### src/rtl/ramp_dac.sv
// ramp_dac: sequencer for a single-slope column ADC reference ramp.
// Exposure phase drives per-channel bias enables; conversion phase emits a
// saturating digital ramp followed by a one-cycle completion pulse.
// Optional build macro: RAMP_DAC_GRAY_EN adds a registered gray-coded copy
// of the ramp on output ramp_gray.
module ramp_dac #(
  parameter int unsigned WIDTH = 8,
  parameter int unsigned NBIAS = 2
) (
  input  logic             clk,
  input  logic             reset_n,
  input  logic             expose,
  input  logic             convert,
  input  logic [WIDTH-1:0] step,
  input  logic [NBIAS-1:0] bias_mask,
  output logic [WIDTH-1:0] ramp_code,
  output logic             ramp_valid,
  output logic [NBIAS-1:0] bias_en,
  output logic             conv_done,
  output logic             busy
`ifdef RAMP_DAC_GRAY_EN
  ,
  output logic [WIDTH-1:0] ramp_gray
`endif
);

  localparam int unsigned SUM_W = WIDTH + 1;
  localparam logic [WIDTH-1:0] CODE_MAX = '1;

  typedef enum logic [1:0] {
    ST_IDLE,
    ST_EXPOSE,
    ST_CONVERT,
    ST_DONE
  } state_e;

  state_e           state_q, state_d;
  logic [WIDTH-1:0] step_q, step_d;
  logic [NBIAS-1:0] mask_q, mask_d;
  logic [WIDTH-1:0] ramp_code_q, ramp_code_d;
  logic             ramp_valid_q, ramp_valid_d;
  logic [NBIAS-1:0] bias_en_q, bias_en_d;
  logic             conv_done_q, conv_done_d;
  logic             busy_q, busy_d;
  logic [SUM_W-1:0] ramp_sum;
  logic [WIDTH-1:0] ramp_sat;
`ifdef RAMP_DAC_GRAY_EN
  logic [WIDTH-1:0] ramp_gray_q, ramp_gray_d;
`endif

  // Widened add so the ramp clamps at full scale instead of wrapping.
  always_comb begin
    ramp_sum = {1'b0, ramp_code_q} + {1'b0, step_q};
    ramp_sat = ramp_sum[WIDTH] ? CODE_MAX : ramp_sum[WIDTH-1:0];
  end

  // Next state and next registered outputs; outputs default to the idle values.
  always_comb begin
    state_d      = state_q;
    step_d       = step_q;
    mask_d       = mask_q;
    ramp_code_d  = '0;
    ramp_valid_d = 1'b0;
    bias_en_d    = '0;
    conv_done_d  = 1'b0;

    unique case (state_q)
      ST_IDLE: begin
        if (expose) begin
          // Expose wins over a simultaneous convert request.
          state_d   = ST_EXPOSE;
          mask_d    = bias_mask;
          bias_en_d = bias_mask;
        end else if (convert) begin
          // A zero step would stall the ramp forever, so it is promoted to 1.
          state_d      = ST_CONVERT;
          step_d       = (step == '0) ? WIDTH'(1) : step;
          ramp_valid_d = 1'b1;
        end
      end
      ST_EXPOSE: begin
        if (expose) begin
          bias_en_d = mask_q;
        end else begin
          state_d = ST_IDLE;
        end
      end
      ST_CONVERT: begin
        if (!convert) begin
          // Abort: back to idle without a completion pulse.
          state_d = ST_IDLE;
        end else if (ramp_code_q == CODE_MAX) begin
          state_d     = ST_DONE;
          ramp_code_d = CODE_MAX;
          conv_done_d = 1'b1;
        end else begin
          ramp_code_d  = ramp_sat;
          ramp_valid_d = 1'b1;
        end
      end
      ST_DONE: begin
        // Always pass through idle so a held convert cannot chain ramps.
        state_d = ST_IDLE;
      end
      default: begin
        state_d = ST_IDLE;
      end
    endcase

    busy_d = (state_d != ST_IDLE);
  end

`ifdef RAMP_DAC_GRAY_EN
  // Gray copy derived from the same next value so it stays cycle-aligned.
  always_comb begin
    ramp_gray_d = ramp_code_d ^ (ramp_code_d >> 1);
  end
`endif

  // State and output registers with asynchronous clear.
  always_ff @(posedge clk or negedge reset_n) begin
    if (!reset_n) begin
      state_q      <= ST_IDLE;
      step_q       <= '0;
      mask_q       <= '0;
      ramp_code_q  <= '0;
      ramp_valid_q <= 1'b0;
      bias_en_q    <= '0;
      conv_done_q  <= 1'b0;
      busy_q       <= 1'b0;
    end else begin
      state_q      <= state_d;
      step_q       <= step_d;
      mask_q       <= mask_d;
      ramp_code_q  <= ramp_code_d;
      ramp_valid_q <= ramp_valid_d;
      bias_en_q    <= bias_en_d;
      conv_done_q  <= conv_done_d;
      busy_q       <= busy_d;
    end
  end

`ifdef RAMP_DAC_GRAY_EN
  // Gray output register, cleared with the rest of the datapath.
  always_ff @(posedge clk or negedge reset_n) begin
    if (!reset_n) begin
      ramp_gray_q <= '0;
    end else begin
      ramp_gray_q <= ramp_gray_d;
    end
  end

  assign ramp_gray = ramp_gray_q;
`endif

  assign ramp_code  = ramp_code_q;
  assign ramp_valid = ramp_valid_q;
  assign bias_en    = bias_en_q;
  assign conv_done  = conv_done_q;
  assign busy       = busy_q;

endmodule

### config.mk
export PLATFORM = sky130hd
export DESIGN_NAME = ramp_dac
export DESIGN_NICKNAME = d
export VERILOG_FILES = /design/src/rtl/ramp_dac.sv
export SDC_FILE = /design/constraint.sdc
export NUM_CORES = 1
export LEC_CHECK = 0
export ABC_AREA = 1
export BUFFER_PORTS_ARGS = -buffer_cell sky130_fd_sc_hd__buf_2
export CAP_MARGIN = 20
export CELL_PAD_IN_SITES_DETAIL_PLACEMENT = 0
export CELL_PAD_IN_SITES_GLOBAL_PLACEMENT = 1
export CORE_ASPECT_RATIO = 0.5
export CORE_UTILIZATION = 35
export CTS_CLUSTER_DIAMETER = 80
export DETAILED_ROUTE_END_ITERATION = 8
export GPL_ROUTABILITY_DRIVEN = 0
export GPL_TIMING_DRIVEN = 0
export PLACE_DENSITY_LB_ADDON = 0.15
export SLEW_MARGIN = 20
export SYNTH_ARGS = -nofsm -noshare
export SYNTH_HDL_FRONTEND = slang
export SYNTH_SLANG_ARGS = --single-unit
### constraint.sdc
create_clock -name clk -period 1.5 [get_ports clk]
set_input_delay 0.225 -clock clk [delete_from_list [all_inputs] [get_ports clk]]
set_output_delay 0.225 -clock clk [all_outputs]
set_load 0.05 [all_outputs]
==> out/qor.txt <==
Netlist cell types = 21
Antenna violations before repair = 0
Failing checks = setup timing
Metal-1 WL = 1.56 mm
Placed cells = 246
Die Wd = 90.2 um
TritonRoute pass-1 iters = 4
CP endpoint kind = register
Slew margin rel. = 0.612
Port bufs = 26
Total CTS buffers = 3
Max Clk Rate = 0.622 GHz
Met2 wire length = 1.20 mm
Synth Area in XOR/XNOR = 0.0193
Compound-gate portion of the synthesized area = 0.0937
Setup CP Type = reg2reg
Crit path DAT = 1.77 ns
Startpoint Class = register
Clock Pin Slew Worst Setup and Hold Paths = 0.09 ns
I/O Pins = 27
Post-Synth Simple-Gate Area = 0.249
Reg-to-reg critical path startpoint = ramp_code[0]
CTS tree = built
CP Depth = 10
Synthesized cell area = 0.00136 sq mm
Max stage delay on crit path = 0.43 ns
Crit path max-delay cell type = dfrtp_2
Pwr dens = 980 mW/mm^2
Mapped Nets = 192
Leading cell type in the layout, fill and taps excluded = nand2_1
Hold Crit Depth = 3
Design area = 0.00169 sq mm
Nets = 228
Largest net degree at the start of global routing = 26
Grt total ovfl = 0
Met3 WL = 126 um
Clock root buffer = clkbuf_8
CP most frequent cell = nand2_1
Worst-margin pin slew = 0.583 ns
Area after DPL = 0.00158 sq mm
Setup ws final = -0.107 ns
CP Launch Point = ramp_code[0]
Fraction of layout cells with a size suffix above 1 = 0.279
Mux cell area share after synthesis = 0
Synth area leader = dfrtp_1
First-pass GRT wire length = 4.95 mm
Adder-Cell Fraction of Synth Area = 0.0882
N_diodes = 0
Post-route insts no fill = 255
Core Rows = 15
Worst Reg-to-Reg Cells = 10
Status = finished, violations left
Clock Skews = 0.00580 ns
Synth area leaders = dfrtp_1, nand2_1, inv_1, ha_1, nor2_1
Die Y = 46.1 um
Max Slew Vio Count = 0
Avg Inst Size Synth = 8.06 sq um
Area delta synth->final = 23.8%
Highest metal used = met4
CTS sink count = 25
Core Region = 0.00358 sq mm
Starting density of the core = 0.380
Max capacitance violation total = 0
Synth Warn # = 0
Area share of the largest cell type after synthesis = 0.459
Post-DP HPWL = 2.23 mm
Hold path start = step[0]
Worst path cell trace = ha_4, fa_2, nand2_2, nand2_1, nand3_2, nand2_1, nand2_1, nand2_1, nor2_1, nor2_1
Hold Vio Cnt, Final = 0
Number of global-route vias before repair = 1045
Critical path peak fanout = 2
Post-synthesis sequential area ratio = 0.459
Register bit total from synthesis = 25
Most frequent cells in the layout = nand2_1, inv_1, buf_2
Initial DRC count = 31
Setup TNS = -0.780 ns
All-Layer GR Usage = 0.159
Vias per cell = 4.42
Crit path required time = 1.66 ns
Setup slack at placement = -0.122 ns
Final Setup Violations = 8
# DRC = 0
Final Critical Period = 1.61 ns
Post-Syn Instances = 169
Largest family of logic cells by synthesized area = simple AND/OR/NAND/NOR gates
DRT Wirelength = 2.91 mm
Crit path buffers/inverters = 0
Unrepaired setup endpoints after global routing = yes
Die area = 0.00416 sq mm
Via Count = 1127
Routed len/inst = 11.4 um
VDD IR max = 398 uV
CTS H-tree lvls = 1
Crit share post-route = 1.07
Clk buf depth = 2
Final ANT Viol Nets = 0
Worst-skew pair later-pin latency = 0.27 ns
Min Hold Slack = 0.169 ns
Hold/Removal Path Class = in2reg
Worst path top cell family by delay = simple AND/OR/NAND/NOR gates
P_leak = 0.940 nW
-- area by class of cell --
type	count	area, sq um
inverters	29	111
fillers	380	1900
well taps	51	63.8
flip-flops and latches	25	632
clock inverters	1	7.51
multi-input cells	113	648
clock buffers	3	41.3
repair buffers	31	170
plain buffers	2	12.5
-- cells in the mapped netlist, drive strengths merged --
| master | n |
|---|---|
| nor3 | 1 |
| xor2 | 1 |
| nand2 | 44 |
| buf | 2 |
| nor2 | 22 |
| fa | 1 |
| xnor2 | 2 |
| inv | 29 |
| or2 | 2 |
| a21oi | 7 |
| o21ai | 14 |
| nand4 | 1 |
| dfrtp | 25 |
| ha | 8 |
| nand3 | 10 |
-- sequential cells by signal (all words and copies together), names as in the netlist --
register	flops
ramp_valid	1
bias_en	2
ramp_code	8
busy	1
mask_q	2
step_q	8
state_q	2
conv_done	1
-- metal layers --
layer,vias up,GRT usage
met2,19,0.243
li1,595,-
met3,2,0.0512
met1,511,0.226
met5,-,0
met4,0,0.0290
-- power breakdown --
part	switching, mW	leakage [nW]	internal (mW)
registers	0.0495	0.316	0.752
clock network	0.227	0.0217	0.188
logic	0.273	0.602	0.164
total	0.549	0.940	1.10
-- final timing paths --
path / to / slack [ns]
worst min-delay path: step_q[0] / 0.17
worst max-delay path: ramp_code[6] / -0.11
worst max register to register: ramp_code[6] / -0.11
worst min register to register: step_q[2] / 0.51
max in group asynchronous: ramp_code[6] / 0.60
min in group asynchronous: bias_en[1] / 0.47
-- worst min-delay path: cells and delay by family --
family	cells	cell delay [ns]
simple gates	2	0.11
buf+inv	1	0.07
-- what timing repair did --
item,CTS,global route
resized for setup,0,5
hold buffers,1,0
pin swaps,0,3
hold endpoints to repair,25,0
gates cloned,0,0
buffers inserted,3,1
endpoints found under the setup margin,8,8
-- kinds of logic after synthesis --
group,after synthesis
buffers and inverters,31
AND/OR/NAND/NOR,80
AO/OA/AOI/OAI,21
flip-flops,25
adder cells (fa/ha/maj),9
XOR/XNOR,3
-- through the flow --
| step | util | power (mW) |
|---|---|---|
| floorplan | - | 1.12 |
| global placement | 0.440 | 1.22 |
| detailed placement | 0.440 | 1.23 |
| CTS | 0.463 | 1.66 |
| global route | 0.471 | 1.78 |
| finish | 0.471 | 1.65 |
(Power assumes the default switching activity.)
